<file path="src/rtl/serial_word_feeder_pkg.sv">
// Shared definitions for the serial word feeder and the palindrome detector it drives:
// FSM state encodings and a counter-width helper that never returns zero.
package serial_word_feeder_pkg;

  typedef enum logic [1:0] {
    ST_IDLE  = 2'd0,
    ST_SHIFT = 2'd1,
    ST_GAP   = 2'd2
  } state_t;

  // $clog2 with a floor of 1 so a counter for a single-element range still has a bit.
  function automatic int clog2_min1(input int n);
    return (n <= 2) ? 1 : $clog2(n);
  endfunction

endpackage

</file>
<file path="src/rtl/serial_word_feeder_piso.sv">
// Parallel-in serial-out register: loads a word, then presents one bit per shift enable
// at head, MSB or LSB first. Vacated positions fill with zero.
module piso_shift_reg #(
  parameter int BITS      = 4,
  parameter bit MSB_FIRST = 1'b1
) (
  input  logic            clk,
  input  logic            reset,
  input  logic            load,
  input  logic            shift_en,
  input  logic [BITS-1:0] data,
  output logic            head
);

  logic [BITS-1:0] shreg;
  logic [BITS-1:0] shifted;

  generate
    if (BITS == 1) begin : g_single
      assign shifted = 1'b0;
      assign head    = shreg[0];
    end else if (MSB_FIRST) begin : g_msb
      assign shifted = {shreg[BITS-2:0], 1'b0};
      assign head    = shreg[BITS-1];
    end else begin : g_lsb
      assign shifted = {1'b0, shreg[BITS-1:1]};
      assign head    = shreg[0];
    end
  endgenerate

  // Load wins over shift so a word accepted on the last-bit edge replaces the old one.
  always_ff @(posedge clk) begin
    if (!reset) begin
      shreg <= '0;
    end else if (load) begin
      shreg <= data;
    end else if (shift_en) begin
      shreg <= shifted;
    end
  end

endmodule

</file>
<file path="src/rtl/serial_word_feeder.sv">
// Serialiser in front of palindrome_detector: takes parallel words on a valid/ready input and
// emits them one bit per cycle, with optional idle gap between words and downstream stall.
module serial_word_feeder
  import serial_word_feeder_pkg::*;
#(
  parameter int BITS      = 4,
  parameter bit MSB_FIRST = 1'b1,
  parameter int GAP       = 0
) (
  input  logic            clk,
  input  logic            reset,
  input  logic [BITS-1:0] in_data,
  input  logic            in_valid,
  output logic            in_ready,
  output logic            out_bit,
  output logic            out_valid,
  output logic            out_first,
  output logic            out_last,
  input  logic            out_ready,
  output state_t          dbg_state
);

  // Handshakes: a word transfers on a posedge where in_valid && in_ready; a serial bit is
  // consumed on a posedge where out_valid && out_ready, and out_* hold unchanged until then.

  localparam int CW = clog2_min1(BITS);
  localparam int GW = clog2_min1((GAP > 0) ? GAP : 1);
  localparam logic [CW-1:0] LAST_IDX = CW'(BITS - 1);
  localparam logic [GW-1:0] GAP_END  = GW'((GAP > 0) ? GAP - 1 : 0);
  localparam logic SINGLE_BIT = (BITS == 1);
  localparam logic NO_GAP     = (GAP == 0);

  state_t          state;
  logic [CW-1:0]   bitcnt;
  logic [CW-1:0]   bitcnt_nxt;
  logic [GW-1:0]   gapcnt;
  logic            valid_q;
  logic            first_q;
  logic            last_q;
  logic            advance;
  logic            word_end;
  logic            accept;
  logic            head;

  assign bitcnt_nxt = bitcnt + CW'(1);
  assign advance    = (state == ST_SHIFT) && out_ready;
  assign word_end   = advance && last_q;
  // Ready on the last-bit edge only when no gap follows, so words stream without a bubble.
  assign in_ready   = (state == ST_IDLE) || (word_end && NO_GAP);
  assign accept     = in_valid && in_ready;

  piso_shift_reg #(
    .BITS      (BITS),
    .MSB_FIRST (MSB_FIRST)
  ) u_piso (
    .clk      (clk),
    .reset    (reset),
    .load     (accept),
    .shift_en (advance),
    .data     (in_data),
    .head     (head)
  );

  always_ff @(posedge clk) begin
    if (!reset) begin
      state   <= ST_IDLE;
      bitcnt  <= '0;
      gapcnt  <= '0;
      valid_q <= 1'b0;
      first_q <= 1'b0;
      last_q  <= 1'b0;
    end else begin
      case (state)
        ST_IDLE: begin
          if (accept) begin
            state   <= ST_SHIFT;
            bitcnt  <= '0;
            valid_q <= 1'b1;
            first_q <= 1'b1;
            last_q  <= SINGLE_BIT;
          end
        end
        ST_SHIFT: begin
          if (advance) begin
            if (last_q) begin
              if (accept) begin
                state   <= ST_SHIFT;
                bitcnt  <= '0;
                valid_q <= 1'b1;
                first_q <= 1'b1;
                last_q  <= SINGLE_BIT;
              end else begin
                state   <= NO_GAP ? ST_IDLE : ST_GAP;
                gapcnt  <= '0;
                valid_q <= 1'b0;
                first_q <= 1'b0;
                last_q  <= 1'b0;
              end
            end else begin
              bitcnt  <= bitcnt_nxt;
              first_q <= 1'b0;
              last_q  <= (bitcnt_nxt == LAST_IDX);
            end
          end
        end
        ST_GAP: begin
          if (gapcnt == GAP_END) begin
            state <= ST_IDLE;
          end else begin
            gapcnt <= gapcnt + GW'(1);
          end
        end
        default: begin
          state   <= ST_IDLE;
          valid_q <= 1'b0;
          first_q <= 1'b0;
          last_q  <= 1'b0;
        end
      endcase
    end
  end

  // The shifter zero-fills, but gating keeps out_bit at 0 whenever no word bit is presented.
  assign out_bit   = valid_q & head;
  assign out_valid = valid_q;
  assign out_first = first_q;
  assign out_last  = last_q;
  assign dbg_state = state;

endmodule

</file>
<file path="config.mk">
export PLATFORM = sky130hd
export DESIGN_NAME = serial_word_feeder
export DESIGN_NICKNAME = d
export VERILOG_FILES = /design/src/rtl/serial_word_feeder_pkg.sv /design/src/rtl/serial_word_feeder_piso.sv /design/src/rtl/serial_word_feeder.sv
export SDC_FILE = /design/constraint.sdc
export NUM_CORES = 1
export LEC_CHECK = 0
export CAP_MARGIN = 20
export CORE_AREA = 2 2 39 41
export CTS_CLUSTER_DIAMETER = 100
export DETAILED_ROUTE_END_ITERATION = 16
export DIE_AREA = 0 0 41 43
export HOLD_SLACK_MARGIN = 0.06
export PLACE_DENSITY = 0.7
export RECOVER_POWER = 25
export SETUP_SLACK_MARGIN = 0.3
export SLEW_MARGIN = 20
export SYNTH_ARGS = -nofsm -noshare
export SYNTH_HDL_FRONTEND = slang
export SYNTH_SLANG_ARGS = --single-unit
</file>
<file path="constraint.sdc">
create_clock -name clk -period 1.5 [get_ports clk]
set_input_delay 0.45 -clock clk [delete_from_list [all_inputs] [get_ports clk]]
set_output_delay 0.45 -clock clk [all_outputs]
set_load 0.02 [all_outputs]
</file>
==> summary.md <==
| Metric | Value |
|---|---|
| Vias in the first global route | `approximately 450` |
| Reg clk slew, reported paths | `0.06 ns` |
| Final wirelength | `1280 microns` |
| Power Dens Cells | `around 750 nW/um^2` |
| Worst Min Path Start | `u_piso.shreg[3]$_SDFFE_PN0P_` |
| Htree depth | `1` |
| Port Buffers | `13` |
| Final setup margin | `roughly 0.16 ns` |
| Post-Synthesis Cells | `60` |
| Clk pwr share | `31.2%` |
| DRC viols | `0` |
| Die width | `a little over 40 microns` |
| Core box area | `around 1400 sq um` |
| Run status | `finished, final reports clean` |
| Final std cells w/o fill | `101` |
| Gate power share | `a little over a quarter` |
| Share of layout cells above drive strength 1 | `a little under half` |
| Psw | `around 180 uW` |
| Int Pwr | `~450 uW` |
| Total gr overflow | `0` |
| Synthesized area | `around 540 sq um` |
| Post-synthesis cell type count | `27` |
| VDD IR max | `roughly 0.5 mV` |
| First drt pass iteration count | `3` |
| First-pass GRT wire length | `around 1900 microns` |
| Clock Sinks | `9` |
| Fin crit share | `around nine tenths` |
| CP required | `~1.1 ns` |
| Yosys warning count | `0` |
| Placed cell count | `91` |
| Commonest register cell after synthesis | `dfxtp_1` |
| Post-route antenna net violation count | `0` |
| I/O pin cnt | `15` |
| TritonCTS clock tree | `yes` |
| Worst min path class | `flop to flop` |
| Final Setup Violations | `0` |
| Starting Density | `a little under 40%` |
| Fin. Hold Viols | `0` |
| Tmin final | `between 1 and 1.5 ns` |
| Die Y | `43 microns` |
| Diodes inserted | `0` |
| Top-count cell post-synth | `dfxtp_1` |
| Gpl congestion | `0.721` |
| Antenna violations before repair | `0` |
| Detailed Place HPWL | `850 microns` |
| Critical Path End Type | `primary output` |
| Net Sw Frac | `approximately 29%` |
| Area Overhead vs Synth | `52.8%` |
| Clk_lat worst skew | `approximately 0.26 ns` |
| Flop pwr share | `roughly 43%` |
| Post-Layout Inst Area | `around 830 sq um` |
| Full die area | `1760 sq um` |
| Sequential fraction of the synthesis area | `33.2%` |
| Post-synth top area share | `about a third` |
| Max Clk Rate | `748 MHz` |
| Crit Path Class | `flop to primary output` |
| Startpoint types | `flop` |
| Synth area leaders | `dfxtp_1 33%, mux2i_1 7.4%, a21boi_1 5.5%` |
| RSZ-0062 raised after global routing | `true` |
| CTS Buffer Depth | `2` |
| Placement Cell Area | `around 720 sq um` |
| Worst Skew | `a little over 0.0005 ns` |
| Root Driver | `clkbuf_4` |
| DR vias/cell | `about 5.3` |
| Wire per inst | `approximately 13 microns` |
| Max-cap viol count | `0` |
| Critical Path Source | `out_valid$_SDFFE_PN0P_` |
| Fin nets | `95` |
| Initial DRC count | `12` |
| Vias post-DR | `around 530` |
| # rows | `14` |
| Syn Area/Cell | `between 9 and 10 sq um` |
| Largest net degree at the start of global routing | `13` |
| Static Leak | `between 0.3 and 0.4 nW` |
| Num CTS Buffers | `3` |
| GRT Total Usage | `between 10% and 20%` |
| Max Slew Vio Count | `0` |
| EDFF count, synth | `0` |
| Async S/R FF share, synth | `0%` |
| Worst slack at placement | `-0.636 ns` |
| Crit Path Max Fanout | `6` |
| Post-synth net total | `between 60 and 70` |
| Register bit total from synthesis | `9` |
| Synth cell count leaders | `9 x dfxtp_1, 6 x nand2_1` |
| Post-synth top area cell | `dfxtp_1` |
| RR Startpoint | `out_valid$_SDFFE_PN0P_` |
| Sum of negative setup slack | `0 ns` |
| Worst endpoint data arrival time | `between 0.8 and 0.9 ns` |
-- worst max-delay path: stages (launching register included) --
cell and delay [ns]:
dfxtp_4 0.38, and2_4 0.14, buf_6 0.11
-- area by class of cell --
cell class | count | area, sq um
multi-input combinational | 43 | 370
tap | 16 | 20.0
fill | 134 | 554
sequential | 9 | 189
timing repair buffer | 25 | 209
inverter | 4 | 15.0
clock buffer | 4 | 26.3
-- path summary, 6_finish.rpt --
check                                      end  slack, ns  depth (start not counted)
setup reg to reg  u_piso.shreg[1]$_SDFFE_PN0P_       0.33                          4
hold / removal    u_piso.shreg[3]$_SDFFE_PN0P_       0.52                          2
hold reg to reg   u_piso.shreg[3]$_SDFFE_PN0P_       0.52                          2
setup / recovery                       out_bit       0.16                          2
-- layer usage --
metal / up-vias / track usage [%] / wire length, microns
met1: 254 / 21.0 / 582
met2: 9 / 22.8 / 645
met5: - / 0 / 0
met4: 0 / 6.00 / 14
met3: 3 / 3.14 / 34
li1: 268 / - / -
-- through the flow --
step / util (%) / hold WS (ns) / total power [mW]
floorplan: - / 0.491 / 0.350
global placement: 52.1 / 0.517 / 0.405
detailed placement: 52.1 / 0.515 / 0.407
CTS: 55.1 / 0.524 / 0.608
global route: 59.9 / 0.559 / 0.659
finish: 59.9 / 0.523 / 0.626
-- kinds of logic (layout without fill, tap and decap cells) --
kind of cell | after synthesis | in the layout | share of synthesized area, %
other cells | 1 | 1 | 0.691
buf+inv | 8 | 33 | 8.29
compound gates | 19 | 19 | 26.5
mux | 6 | 6 | 11.5
flops | 9 | 9 | 33.2
fa+ha+maj | 1 | 1 | 2.30
simple gates | 16 | 16 | 17.5
-- flip-flops by register name, summed over array words and instances (netlist names) --
name	cells
bitcnt	2
out_first	1
out_last	1
out_valid	1
u_piso.shreg	4
-- timing repair --
action	4_1_cts	5_1_grt
resized for setup	41	13
gates cloned	0	1
endpoints found under the setup margin	14	11
hold buffers	0	0
pin swaps	4	7
buffers inserted	3	2
-- cell usage in the layout, fill, tap and decap left out, drive strengths merged --
cell           count
a21boi             5
a21oi              3
a2bb2oi            1
a31oi              2
and2               1
buf               19
clkbuf             5
clkdlybuf4s50      3
conb               1
dfxtp              9
dlygate4sd2        1
dlymetal6s2s       1
ha                 1
inv                4
mux2               2
mux2i              4
nand2              6
nand2b             1
nand3              1
nand4b             1
nor2               1
nor4bb             2
o211ai             2
o21a               1
o21ai              1
o221ai             3
o22ai              1
or2b               3
-- power groups by stage --
stage	Clock, mW	Combinational, mW	Sequential [mW]
after floorplan	0	0.0771	0.273
after global placement	0	0.134	0.271
after detailed placement	0	0.135	0.271
after CTS	0.199	0.143	0.265
after global routing	0.212	0.178	0.268
final	0.195	0.164	0.267
Note: power is estimated with default switching activity, not from simulation.
==> RTL edit 1: new RTL, same settings <==
`MSB_FIRST` is set to 1'b1 in 2 places; all go to 1'b0.
--- a/src/rtl/serial_word_feeder_piso.sv
+++ b/src/rtl/serial_word_feeder_piso.sv
@@ -4,3 +4,3 @@
   parameter int BITS      = 4,
-  parameter bit MSB_FIRST = 1'b1
+  parameter bit MSB_FIRST = 1'b0
 ) (
--- a/src/rtl/serial_word_feeder.sv
+++ b/src/rtl/serial_word_feeder.sv
@@ -6,3 +6,3 @@
   parameter int BITS      = 4,
-  parameter bit MSB_FIRST = 1'b1,
+  parameter bit MSB_FIRST = 1'b0,
   parameter int GAP       = 0
Function: changed (a bounded check fails within 4 cycles, from zero or initial values and one cycle with reset low).
==> RTL edit 1 against the unedited design <==
Cell area is 4.5% lower. Routed wire length unchanged. Clock skew increased by 0.0054 ns. Sequential cell count unchanged. Global-route usage up 1.2 points. Setup slack got worse by 0.096 ns. Total power down 3.9%. Synthesized area grew 1.4%. Critical path type is now input pin to primary output.
==> RTL edit 1: results (changes against the unedited design) <==
Setup path
  • Slowest stage cell on the critical path: a21bo_4
  • Crit path arrival time: 0.98 ns (+0.09 ns)
  • Worst setup endpoint: in_ready
  • Critical-path maximum fanout: 3 (-3)
  • Timing startpoint of the critical path: out_ready
  • FF-to-FF End: out_last
  • Critical path launch point type: input pin
  • Maximum cell stage delay along the critical path: 0.22 ns (-0.16 ns)

Synthesis
  • Adder and majority cell fraction of the synthesized area: 0.0227 (-0.000314)
  • Share of synthesized area spent on multiplexers: 0.111 (-0.00384)
  • Main area contributors after synthesis: dfxtp_1 (33%), mux2i_1 (9.1%), buf_6 (6.1%)
  • Distinct cell type count after synthesis: 33 (+22%)
  • Most frequent cells after synthesis: dfxtp_1 (9), mux2i_1 (5), a21oi_1 (4), inv_1 (4)
  • Cells after Synth: 61 (+1.7%)
  • Syn Nets: 70 (+1.4%)
  • Complex-gate fraction of the synthesized area: 0.227 (-0.0377)

Run status
  • Outcome: finished clean

Final layout
  • Portion of the layout cell area used by clock cells: 0.0332 (+0.00150)
  • Share of cell area taken by multi-input logic gates: 0.392 (-0.0547)
  • Number of multi-input logic gates: 41 (-4.7%)
  • Number of non-clock inverters: 5 (+1)
  • Fraction of cell area in non-clock buffers: 0.291 (+0.0388)
  • Total of plain and repair buffers excluding clock buffers: 26 (+4.0%)
  • Storage element area: 186 um2 (-1.3%)
  • Ratio of cells with drive above 1 in the final layout: 0.318 (-0.153)
  • Count of filler cells inserted in the layout: 131 (-2.2%)

Global routing
  • Global-route wire length before repair: 1940 um (+1.8%)
  • Gr usage total: 0.166 (+0.0121)

STA
  • Hold Slack: 0.490 ns (-0.0330 ns)
  • Highest attainable clock frequency: 698 MHz (-6.7%)

Routing
  • Number of iterations in the first detailed-routing pass: 4 (+1)
  • Initial detailed-routing violation count: 10 (-2)
  • Total vias in the final route: 522 (-2.2%)

Pwr
  • Leakage: 0.366 nW (-1.6%)
  • Power density normalized to cell area: 760 mW/mm2 (+0.70%)
  • Sequential Power: 0.263 mW (-1%)
  • Cell internal pwr: 0.436 mW (-2.7%)
  • Max rail drop VDD: 0.459 mV (-8.6%)

Place
  • Post-place instance area: 732 um2 (+1.6%)
  • RePlAce Congestion: 0.764 (+6.0%)
  • DP HPWL: 881 um (+3.7%)
  • Worst setup slack before clock tree synthesis: -0.626 ns (+0.00995 ns)

Worst hold path
  • Hold path startpoint: u_piso.shreg[1]
==> RTL edit 1: cell types whose count changed in the layout (fill, tap and decap cells not counted), moves of 3 or more <==
| cell | delta |
|---|---|
| buf_2 | -3 |
| a21boi_1 | -3 |
| or2b_1 | -3 |
| nand2b_1 | +3 |
| o221ai_2 | -3 |
==> RTL edit 1: what timing repair did <==
action	CTS	global route
setup buffers	2	0
gates resized for setup	43	7
pin swaps	3	2
setup endpoints to repair	15	10
==> RTL edit 1: metal layers <==
layer,part of all wire,GRT usage,up-vias
li1,-,-,263
met1,0.43,0.197,238
met2,0.50,0.250,17
met3,0.045,0.0314,4
met4,0.018,0.120,0
met5,0,0,-
==> RTL edit 1: kinds of logic after synthesis <==
family                   after synthesis
AO/OA/AOI/OAI                         18
other                                  1
buffers and inverters                 11
flip-flops                             9
multiplexers                           6
adder cells (fa/ha/maj)                1
AND/OR/NAND/NOR                       15
==> RTL edit 2: new RTL, same flow settings <==
Without the edit above. Make the reset (`reset`) asynchronous in 2 clocked blocks.
--- a/src/rtl/serial_word_feeder_piso.sv
+++ b/src/rtl/serial_word_feeder_piso.sv
@@ -31,3 +31,3 @@
   // Load wins over shift so a word accepted on the last-bit edge replaces the old one.
-  always_ff @(posedge clk) begin
+  always_ff @(posedge clk or negedge reset) begin
     if (!reset) begin
--- a/src/rtl/serial_word_feeder.sv
+++ b/src/rtl/serial_word_feeder.sv
@@ -63,3 +63,3 @@
 
-  always_ff @(posedge clk) begin
+  always_ff @(posedge clk or negedge reset) begin
     if (!reset) begin
Check against the original RTL: differs if reset is asserted again (counterexample within 4 cycles, from zero or initial values and one cycle with reset low); with reset held inactive, the same outputs for 10 cycles.
==> RTL edit 2 against the unedited design <==
Setup slack worse by 0.12 ns. Routed wire length fell by 8.0%. Register-to-register slack got worse by 0.22 ns. Highest routed layer unchanged. Cell area grew 0.90%. Sequential cell count unchanged. Synthesized area down 0.92%. Critical path type unchanged. Count of clock-buffer cells in the layout unchanged.
Power is not compared: it rests on default switching activity, and its combinational part moved more than twofold at a synthesized area within 25%.
==> RTL edit 2: results (changes against the unedited design) <==
Clocking
  • Clock latency on the worst-skew pair: 0.26 ns (about the same)
  • Number of hold buffers added after cts: 0 (unchanged)
  • CTS H-tree depth: 1 (unchanged)
  • Number of buffers created by CTS: 3 (unchanged)
  • Clock input transition at the sequential cells of the worst setup and hold paths: 0.06 ns (about the same)
  • Clock Root Buffer: clkbuf_4
  • Maximum count of clock buffers along a single path: 2 (unchanged)

Synthesis
  • Number of synthesized flops with an enable pin: 0 (unchanged)
  • Adder and majority cell fraction of the synthesized area: 0.0233 (+0.000214)
  • Xor/xnor cell area share of the yosys netlist: 0 (unchanged)
  • Main area contributors after synthesis: dfrtp_1 (42%), mux2i_1 (5.6%), mux2_4 (5.6%)
  • Sequential fraction of the synthesis area: 0.419 (+0.0868)
  • Share of synthesized area spent on multiplexers: 0.153 (+0.0383)
  • Async SR Flop Fraction: 1.00 (+1.00)
  • Yosys warning total: 0 (unchanged)
  • Most frequent cells after synthesis: dfrtp_1 (9), nand2_1 (4), nand2b_1 (4)
  • Syn Nets: 61 (-12%)
  • Distinct cell type count after synthesis: 25 (-7.4%)
  • Complex-gate fraction of the synthesized area: 0.165 (-0.0999)

STA
  • Worst Clk Skew: 0.00360 ns (+0.00309 ns)

Global routing
  • Gr usage total: 0.169 (+0.0151)
  • Largest net degree at the start of global routing: 10 (-3)
  • Initial antenna violation count: 0 (unchanged)
  • Global-route wire length before repair: 1940 um (+1.8%)
  • Vias in the first global route: 461 (+1.5%)

Pwr
  • Max rail drop VDD: a little over 0.8 mV
  • Leakage: between 0.4 and 0.5 nW
  • Net switching power figure: 0.510 mW

Setup path
  • FF-to-FF End: bitcnt[0]
  • Critical-path maximum fanout: 5 (-1)
  • Setup slack of the most critical reg-to-reg path: 0.11 ns (-0.22 ns)
  • Reg-to-reg startpoint: out_valid
  • Cells on worst reg2reg path: 5 (+1)

Place
  • DP HPWL: 784 um (-7.8%)
  • Post-place instance area: 729 um2 (+1.2%)
  • Count of port buffers added during placement: 13 (unchanged)
  • RePlAce Congestion: 0.743 (+3.1%)

Routing
  • Number of iterations in the first detailed-routing pass: 3 (unchanged)
  • DR WL/cell: 12.4 um (-2.2%)
  • Initial detailed-routing violation count: 1 (-11)
  • Total vias in the final route: 468 (-12%)

Run status
  • Outcome: finished clean

Worst hold path
  • Hold path startpoint: u_piso.shreg[0]
  • Hold-critical path depth: 1 (-1)
  • Endpoint of the worst hold path: u_piso.shreg[0]
  • Min-Delay Path Class: register to register

Final layout
  • Antenna cells: 0 (unchanged)
  • Largest registers: u_piso.shreg: 4 flops, bitcnt: 2 flops
  • Count of filler cells inserted in the layout: 126 (-6.0%)
  • Ratio of cells with drive above 1 in the final layout: 0.494 (+0.0231)
  • Post-layout nets: 89 (-6.3%)
==> RTL edit 2: power groups by stage <==
stage                     logic (mW)  clock network, mW  registers (mW)
after floorplan                0.410                  0           0.458
after global placement         0.710                  0           0.413
after detailed placement       0.719                  0           0.416
after CTS                      0.849              0.195           0.420
after global routing           0.926              0.204           0.427
final                          0.847              0.186           0.418
==> RTL edit 2: kinds of logic (layout without fill, tap and decap cells) <==
family                   count (synthesis)  after routing
multiplexers                             7              7
AO/OA/AOI/OAI                           13             13
adder cells (fa/ha/maj)                  1              1
buffers and inverters                    6             33
other                                    1              1
flip-flops                               9              9
AND/OR/NAND/NOR                         15             15
==> RTL edit 2: routing by layer <==
metal / wire, um / part of all wire / track usage / up-vias
met5: 0 / 0 / 0 / -
met3: 52 / 0.044 / 0.0471 / 2
met4: 12 / 0.010 / 0.100 / 0
met2: 561 / 0.48 / 0.231 / 10
li1: - / - / - / 235
met1: 548 / 0.47 / 0.229 / 221
==> RTL edit 2: cell type report <==
class                   instances  area share
clock buffers                   4      0.0314
inverters                       2     0.00897
multi-input cells              37       0.366
flip-flops and latches          9       0.272
well taps                      16      0.0239
repair buffers                 27       0.297
==> RTL edit 2: how the worst max path moves through the flow <==
stage	startpoint	endpoint	slack (ns)	cells past startpoint
floorplan	out_valid	out_bit	0.28	2
global placement	out_ready	in_ready	-0.63	4
detailed placement	out_ready	in_ready	-0.63	4
CTS	out_valid	in_ready	0.05	3
global route	out_valid	in_ready	0.01	3
finish	out_valid	in_ready	0.04	3
==> RTL edit 2: repair_timing <==
| item | in CTS | in global routing |
|---|---|---|
| setup endpoints to repair | 15 | 12 |
| pin swaps | 1 | 1 |
| resized for setup | 47 | 1 |
| buffers inserted | 5 | 0 |
| gates cloned | 0 | 0 |
| hold endpoints to repair | 0 | 0 |
==> RTL edit 2: metrics by stage <==
stage	hold slack (ns)	setup slack, ns	util	setup TNS (ns)	cells
finish	0.484	0.0391	0.605	0	95
global route	0.517	0.0105	0.605	0	95
global placement	0.469	-0.631	0.527	-2.28	86
floorplan	0.154	0.283	-	0	52
CTS	0.487	0.0451	0.604	0	95
detailed placement	0.473	-0.628	0.527	-2.36	86
==> RTL edit 2: worst max-delay path, stage by stage, from the launching register on <==
cell and delay (ns):
dfrtp_2 0.44, buf_6 0.14, nand2_4 0.06, buf_6 0.11
